### config.mk
export PLATFORM = sky130hd
export DESIGN_NAME = change_dispenser_flat
export DESIGN_NICKNAME = d
export VERILOG_FILES = /design/src/rtl/change_dispenser_if.sv /design/src/rtl/change_dispenser.sv /design/src/flat_wrapper.sv
export SDC_FILE = /design/constraint.sdc
export NUM_CORES = 1
export LEC_CHECK = 0
export BUFFER_PORTS_ARGS = -buffer_cell sky130_fd_sc_hd__buf_2
export CAP_MARGIN = 25
export CORE_UTILIZATION = 32
export CTS_BUF_LIST = sky130_fd_sc_hd__clkbuf_8
export DETAILED_ROUTE_END_ITERATION = 8
export REMOVE_ABC_BUFFERS = 1
export SLEW_MARGIN = 15
export SYNTH_ARGS = -nofsm -noshare
export SYNTH_HDL_FRONTEND = slang
export SYNTH_SLANG_ARGS = --single-unit
### constraint.sdc
create_clock -name i_clk -period 3.7 [get_ports i_clk]
set_clock_uncertainty 0.2 [all_clocks]
set_input_delay 0.74 -clock i_clk [delete_from_list [all_inputs] [get_ports i_clk]]
set_output_delay 0.74 -clock i_clk [all_outputs]
set_load 0.005 [all_outputs]
### src/rtl/change_dispenser_if.sv
// Dispense channel between the change dispenser and the hopper driver.
// One record per transfer: denomination index plus unit count, valid/ready handshake.
interface change_dispenser_if #(
  parameter int unsigned COUNT_W = 8
);
  logic               disp_valid;
  logic [2:0]         disp_idx;
  logic [COUNT_W-1:0] disp_count;
  logic               disp_ready;

  modport master (
    output disp_valid,
    output disp_idx,
    output disp_count,
    input  disp_ready
  );

  modport slave (
    input  disp_valid,
    input  disp_idx,
    input  disp_count,
    output disp_ready
  );
endinterface

### src/rtl/change_dispenser.sv
// Breaks an accepted change amount into denomination records, largest first,
// by repeated subtraction; one compare/subtract per cycle, records over a handshake.
module change_dispenser #(
  parameter logic [15:0] DENOM0  = 16'd10000,
  parameter logic [15:0] DENOM1  = 16'd5000,
  parameter logic [15:0] DENOM2  = 16'd1000,
  parameter logic [15:0] DENOM3  = 16'd500,
  parameter logic [15:0] DENOM4  = 16'd100,
  parameter logic [15:0] DENOM5  = 16'd50,
  parameter logic [15:0] DENOM6  = 16'd10,
  parameter logic [15:0] DENOM7  = 16'd1,
  parameter int unsigned COUNT_W = 8
) (
  input  logic                i_clk,
  input  logic                i_rst,
  input  logic                i_valid,
  input  logic                i_paid,
  input  logic [15:0]         i_change,
  change_dispenser_if.master  disp,
  output logic                o_busy,
  output logic                o_done,
  output logic                o_error,
  output logic                o_overrun
);

  typedef enum logic [1:0] {
    IDLE,
    DIVIDE,
    EMIT,
    DONE
  } state_t;

  state_t             state_q, state_d;
  logic [15:0]        rem_q, rem_d;
  logic [2:0]         idx_q, idx_d;
  logic [COUNT_W-1:0] cnt_q, cnt_d;

  logic               busy_d, done_d, error_d, overrun_d, dvalid_d;
  logic [2:0]         didx_d;
  logic [COUNT_W-1:0] dcount_d;
  logic               busy_q, done_q, error_q, overrun_q, dvalid_q;
  logic [2:0]         didx_q;
  logic [COUNT_W-1:0] dcount_q;

  logic [15:0]        denom;
  logic               rem_ge, rem_zero, cnt_full, cnt_zero, last_idx;

  always_comb begin
    case (idx_q)
      3'd0:    denom = DENOM0;
      3'd1:    denom = DENOM1;
      3'd2:    denom = DENOM2;
      3'd3:    denom = DENOM3;
      3'd4:    denom = DENOM4;
      3'd5:    denom = DENOM5;
      3'd6:    denom = DENOM6;
      default: denom = DENOM7;
    endcase
  end

  assign rem_ge   = (rem_q >= denom);
  assign rem_zero = (rem_q == '0);
  assign cnt_full = (cnt_q == '1);
  assign cnt_zero = (cnt_q == '0);
  assign last_idx = (idx_q == 3'd7);

  // State, datapath and output registers
  always_ff @(posedge i_clk) begin
    if (i_rst) begin
      state_q   <= IDLE;
      rem_q     <= '0;
      idx_q     <= '0;
      cnt_q     <= '0;
      busy_q    <= 1'b0;
      done_q    <= 1'b0;
      error_q   <= 1'b0;
      overrun_q <= 1'b0;
      dvalid_q  <= 1'b0;
      didx_q    <= '0;
      dcount_q  <= '0;
    end else begin
      state_q   <= state_d;
      rem_q     <= rem_d;
      idx_q     <= idx_d;
      cnt_q     <= cnt_d;
      busy_q    <= busy_d;
      done_q    <= done_d;
      error_q   <= error_d;
      overrun_q <= overrun_d;
      dvalid_q  <= dvalid_d;
      didx_q    <= didx_d;
      dcount_q  <= dcount_d;
    end
  end

  // Next-state and datapath update
  always_comb begin
    state_d = state_q;
    rem_d   = rem_q;
    idx_d   = idx_q;
    cnt_d   = cnt_q;
    case (state_q)
      IDLE: begin
        if (i_valid) begin
          idx_d = '0;
          cnt_d = '0;
          if (i_paid && (i_change != '0)) begin
            rem_d   = i_change;
            state_d = DIVIDE;
          end else begin
            // clear any residual left by an earlier unpayable amount so o_error stays low
            rem_d   = '0;
            state_d = DONE;
          end
        end
      end
      DIVIDE: begin
        if (rem_ge) begin
          if (!cnt_full) begin
            rem_d = rem_q - denom;
            cnt_d = cnt_q + COUNT_W'(1);
          end else begin
            state_d = EMIT;
          end
        end else if (!cnt_zero) begin
          state_d = EMIT;
        end else if (rem_zero || last_idx) begin
          state_d = DONE;
        end else begin
          idx_d = idx_q + 3'd1;
        end
      end
      EMIT: begin
        if (disp.disp_ready) begin
          cnt_d = '0;
          if (rem_ge) begin
            state_d = DIVIDE;
          end else if (rem_zero || last_idx) begin
            state_d = DONE;
          end else begin
            idx_d   = idx_q + 3'd1;
            state_d = DIVIDE;
          end
        end
      end
      DONE: begin
        state_d = IDLE;
      end
      default: begin
        state_d = IDLE;
      end
    endcase
  end

  // Outputs are decoded from the next state and registered, so they track state_q exactly
  always_comb begin
    busy_d    = (state_d != IDLE);
    done_d    = (state_d == DONE);
    error_d   = (state_d == DONE) && (rem_d != '0);
    overrun_d = i_valid && (state_q != IDLE);
    dvalid_d  = (state_d == EMIT);
    didx_d    = (state_d == EMIT) ? idx_d : '0;
    dcount_d  = (state_d == EMIT) ? cnt_d : '0;
  end

  assign o_busy          = busy_q;
  assign o_done          = done_q;
  assign o_error         = error_q;
  assign o_overrun       = overrun_q;
  assign disp.disp_valid = dvalid_q;
  assign disp.disp_idx   = didx_q;
  assign disp.disp_count = dcount_q;

endmodule
### src/flat_wrapper.sv
// flat-port wrapper written by rule: the top's interface ports become plain ports
module change_dispenser_flat 
#(
  parameter logic [15:0] DENOM0  = 16'd10000,
  parameter logic [15:0] DENOM1  = 16'd5000,
  parameter logic [15:0] DENOM2  = 16'd1000,
  parameter logic [15:0] DENOM3  = 16'd500,
  parameter logic [15:0] DENOM4  = 16'd100,
  parameter logic [15:0] DENOM5  = 16'd50,
  parameter logic [15:0] DENOM6  = 16'd10,
  parameter logic [15:0] DENOM7  = 16'd1,
  parameter int unsigned COUNT_W = 8
)
  (i_clk, i_rst, i_valid, i_paid, i_change, o_busy, o_done, o_error, o_overrun, disp_disp_valid, disp_disp_idx, disp_disp_count, disp_disp_ready);
  change_dispenser_if #(.COUNT_W(COUNT_W)) disp_i ();
  input  logic i_clk;
  input  logic i_rst;
  input  logic i_valid;
  input  logic i_paid;
  input  logic [15:0] i_change;
  output logic o_busy;
  output logic o_done;
  output logic o_error;
  output logic o_overrun;
  output wire logic [$bits(disp_i.disp_valid)-1:0] disp_disp_valid;
  output wire logic [$bits(disp_i.disp_idx)-1:0] disp_disp_idx;
  output wire logic [$bits(disp_i.disp_count)-1:0] disp_disp_count;
  input wire logic [$bits(disp_i.disp_ready)-1:0] disp_disp_ready;
  assign disp_disp_valid = disp_i.disp_valid;
  assign disp_disp_idx = disp_i.disp_idx;
  assign disp_disp_count = disp_i.disp_count;
  assign disp_i.disp_ready = disp_disp_ready;
  change_dispenser #(.DENOM0(DENOM0), .DENOM1(DENOM1), .DENOM2(DENOM2), .DENOM3(DENOM3), .DENOM4(DENOM4), .DENOM5(DENOM5), .DENOM6(DENOM6), .DENOM7(DENOM7), .COUNT_W(COUNT_W)) u_core (.i_clk(i_clk), .i_rst(i_rst), .i_valid(i_valid), .i_paid(i_paid), .i_change(i_change), .disp(disp_i), .o_busy(o_busy), .o_done(o_done), .o_error(o_error), .o_overrun(o_overrun));
endmodule
==> metrics.csv <==
stage,metric,value,unit
run_status,status,"complete, but fails checks",
run_status,failing checks,setup timing,
placement,pre-CTS setup slack,-0.3268,ns
route,WL/cell,16.60,um
clock_tree,Sink Count,45,
yosys,register area share after synthesis,0.2988,
yosys,Post-synth EDFFs,0,
timing,fmax,266.5,MHz
timing,hold slack final,0.3983,ns
timing,unrepaired setup endpoints after global routing,yes,
yosys,Synth area leaders,"dfxtp_1 30%, ha_1 9.5%, nor2_1 6.7%",
clock_tree,clock transition at the registers of the reported paths,0.09,ns
floorplanning,Die W,99.07,um
clock_tree,CTS buffer count,5,
yosys,synthesized flop and latch total,45,
worst_setup_path,crit start category,register,
clock_tree,deepest clock path buffer count,2,
timing,max-slew violations,0,
floorplanning,Starting Density,0.3279,
pwr,Leak,0.001910,uW
route,Initial DRC Count,212,
route,Antenna Nets Post-Route,0,
clock_tree,H-tree levels,2,
yosys,Netlist Area Pre-Place,3015,um2
route,Via Count,3407,
route,first drt pass iteration count,5,
worst_setup_path,Critical Path RT,3.69,ns
timing,Setup Viol. Count Final,1,
yosys,top-area cell type share of the netlist area,0.2988,
floorplanning,Core ar.,9196,um2
placement,PortBufs,36,
timing,worst setup margin,-0.05249,ns
placement,DP HPWL,7793,um
grt,vias in the first global route,3301,
floorplanning,die extent in y,99.07,um
pwr,P per Cell Area,698.9,nW/um2
yosys,Syn Area/Cell,7.977,um2
yosys,Post-Synthesis Cells,378,
route,Vias/cell,5.558,
timing,fin crit period,3.752,ns
yosys,"Async S/R FF share, synth",0,
job,Max-cap violations,0,
clock_tree,CTS Hold Buffers Added,0,
timing,max_slew headroom,0.3312,
cells_and_area,Ant. Diodes,0,
route,DRC,0,
timing,Fin Setup TNS,-0.05249,ns
cells_and_area,FF+latch area,905.9,um2
timing,worst slew pin tran,0.9994,ns
yosys,YS warnings,0,
clock_tree,clock latency on the worst-skew pair,0.30,ns
floorplanning,IO Count,37,
cells_and_area,fin area,4309,um2
worst_setup_path,R2R Setup Slk,-0.05,ns
cells_and_area,area of the multi-input gates,2215,um2
worst_setup_path,CP endpoint kind,register,
worst_setup_path,CP Data Arrival Time,3.74,ns
cells_and_area,Layout fillers,910,
cells_and_area,Area growth syn-to-layout,42.90,%
route,final WL,10180,um
worst_setup_path,Setup CP Type,register to register,
placement,Final GP Congestion,0.9385,
placement,placed inst area,3787,um2
floorplanning,die area,9815,um2
cells_and_area,NumNets Final,546,
grt,grt total ovfl,0,
floorplanning,num rows,35,
clock_tree,root buf cell,clkbuf_8,
yosys,predominant post-synthesis flop cell,dfxtp_1,
yosys,cell with the most instances after synthesis,nor2_1,
grt,initial antenna violation count,0,
pwr,VDD IR max,0.2725,mV
grt,largest net degree at the start of global routing,32,
cells_and_area,fraction of layout cells with a size suffix above 1,0.3586,
min_path,Hold Path Class,register to register,
grt,first-pass GRT wire length,16290,um
grt,GRT Total Usage,0.2082,
clock_tree,CTS tree,done,
yosys,Synth cell types,68,
pwr,total power draw,3012,uW
timing,final critical-path share of the clock period,1.014,
worst_setup_path,crit path max fanout,6,
timing,final hold violations,0,
yosys,Synth top cells by count,"54 x nor2_1, 45 x dfxtp_1, 29 x nand2_1",
yosys,Synth area leader,dfxtp_1,
-- stage by stage --
| stage | utilization | instances |
|---|---|---|
| floorplan | - | 367 |
| global placement | 0.4118 | 582 |
| detailed placement | 0.4118 | 582 |
| CTS | 0.4473 | 601 |
| global route | 0.4686 | 613 |
| finish | 0.4686 | 613 |
-- sequential cells by signal, summed over array words and instances, names as in the netlist --
name / flops
u_core.o_error: 1
u_core.o_done: 1
u_core.o_overrun: 1
u_core.state_q: 2
u_core.cnt_q: 8
u_core.disp.disp_valid: 1
u_core.idx_q: 3
u_core.disp.disp_count: 8
u_core.rem_q: 16
u_core.o_busy: 1
u_core.disp.disp_idx: 3
-- placed cells by master, fill, tap and decap left out, types with 8 or more instances in the layout --
master | synthesis | layout
a21oi_1 | 24 | 20
a222oi_1 | 8 | 8
buf_2 | 1 | 36
buf_4 | 2 | 85
dfxtp_1 | 45 | 43
ha_1 | 23 | 16
inv_1 | 18 | 16
nand2_1 | 29 | 26
nor2_1 | 54 | 53
nor2b_1 | 11 | 11
nor3_1 | 10 | 10
nor4_1 | 9 | 8
o21ai_0 | 27 | 17
o21ai_1 | 1 | 9
-- worst max-delay path: stages (launching register included) --
cell,delay [ns]
dfxtp_2,0.35
buf_6,0.13
ha_4,0.17
buf_4,0.15
a21oi_1,0.19
ha_1,0.27
or2_2,0.33
o21a_1,0.14
a21o_1,0.24
o211ai_4,0.30
a21oi_4,0.14
buf_6,0.18
a222oi_1,0.34
and3_1,0.25
and4_1,0.19
a31oi_1,0.08
-- power breakdown --
part,internal [uW],switching (uW),leakage (uW)
sequential,570,117,0.000367
combinational,976,1030,0.00149
clock,134,180,0.0000481
-- repair_timing --
item | 4_1_cts | 5_1_grt
pin swaps | 14 | 25
buffers inserted | 11 | 12
setup endpoints to repair | 27 | 32
gates resized for setup | 35 | 32
-- area by class of cell --
type | count | area share
clock inverter | 3 | 0.005226
inverter | 18 | 0.01684
timing repair buffer | 127 | 0.2056
sequential | 45 | 0.2102
tap | 111 | 0.03223
multi-input combinational | 304 | 0.5139
clock buffer | 5 | 0.01597
-- cells by family (layout without fill, tap and decap cells) --
kind of cell,Yosys count,count (layout),synth area share
AND/OR/NAND/NOR,156,156,0.2635
multiplexers,3,3,0.01037
adder cells (fa/ha/maj),24,24,0.1021
XOR/XNOR,8,8,0.02324
AO/OA/AOI/OAI,113,113,0.2606
flip-flops,45,45,0.2988
buffers and inverters,29,153,0.04149
-- worst paths after layout --
path / from / depth (start not counted) / to
max: u_core.idx_q[0]$_SDFF_PP0_ / 15 / u_core.o_error$_SDFF_PP0_
min: u_core.cnt_q[6]$_SDFF_PP0_ / 2 / u_core.cnt_q[6]$_SDFF_PP0_
max reg2reg: u_core.idx_q[0]$_SDFF_PP0_ / 15 / u_core.o_error$_SDFF_PP0_
min reg2reg: u_core.cnt_q[6]$_SDFF_PP0_ / 2 / u_core.cnt_q[6]$_SDFF_PP0_
-- routing by layer --
| layer | vias to the layer above | GRT usage | part of all wire | wire length, um |
|---|---|---|---|---|
| met5 | - | 0 | 0 | 0 |
| met4 | 0 | 0.06674 | 0.039 | 392 |
| met3 | 28 | 0.03404 | 0.062 | 626 |
| met2 | 134 | 0.3615 | 0.48 | 4859 |
| met1 | 1595 | 0.2630 | 0.42 | 4298 |
| li1 | 1650 | - | - | - |
Power figures use the tool's default switching activity.
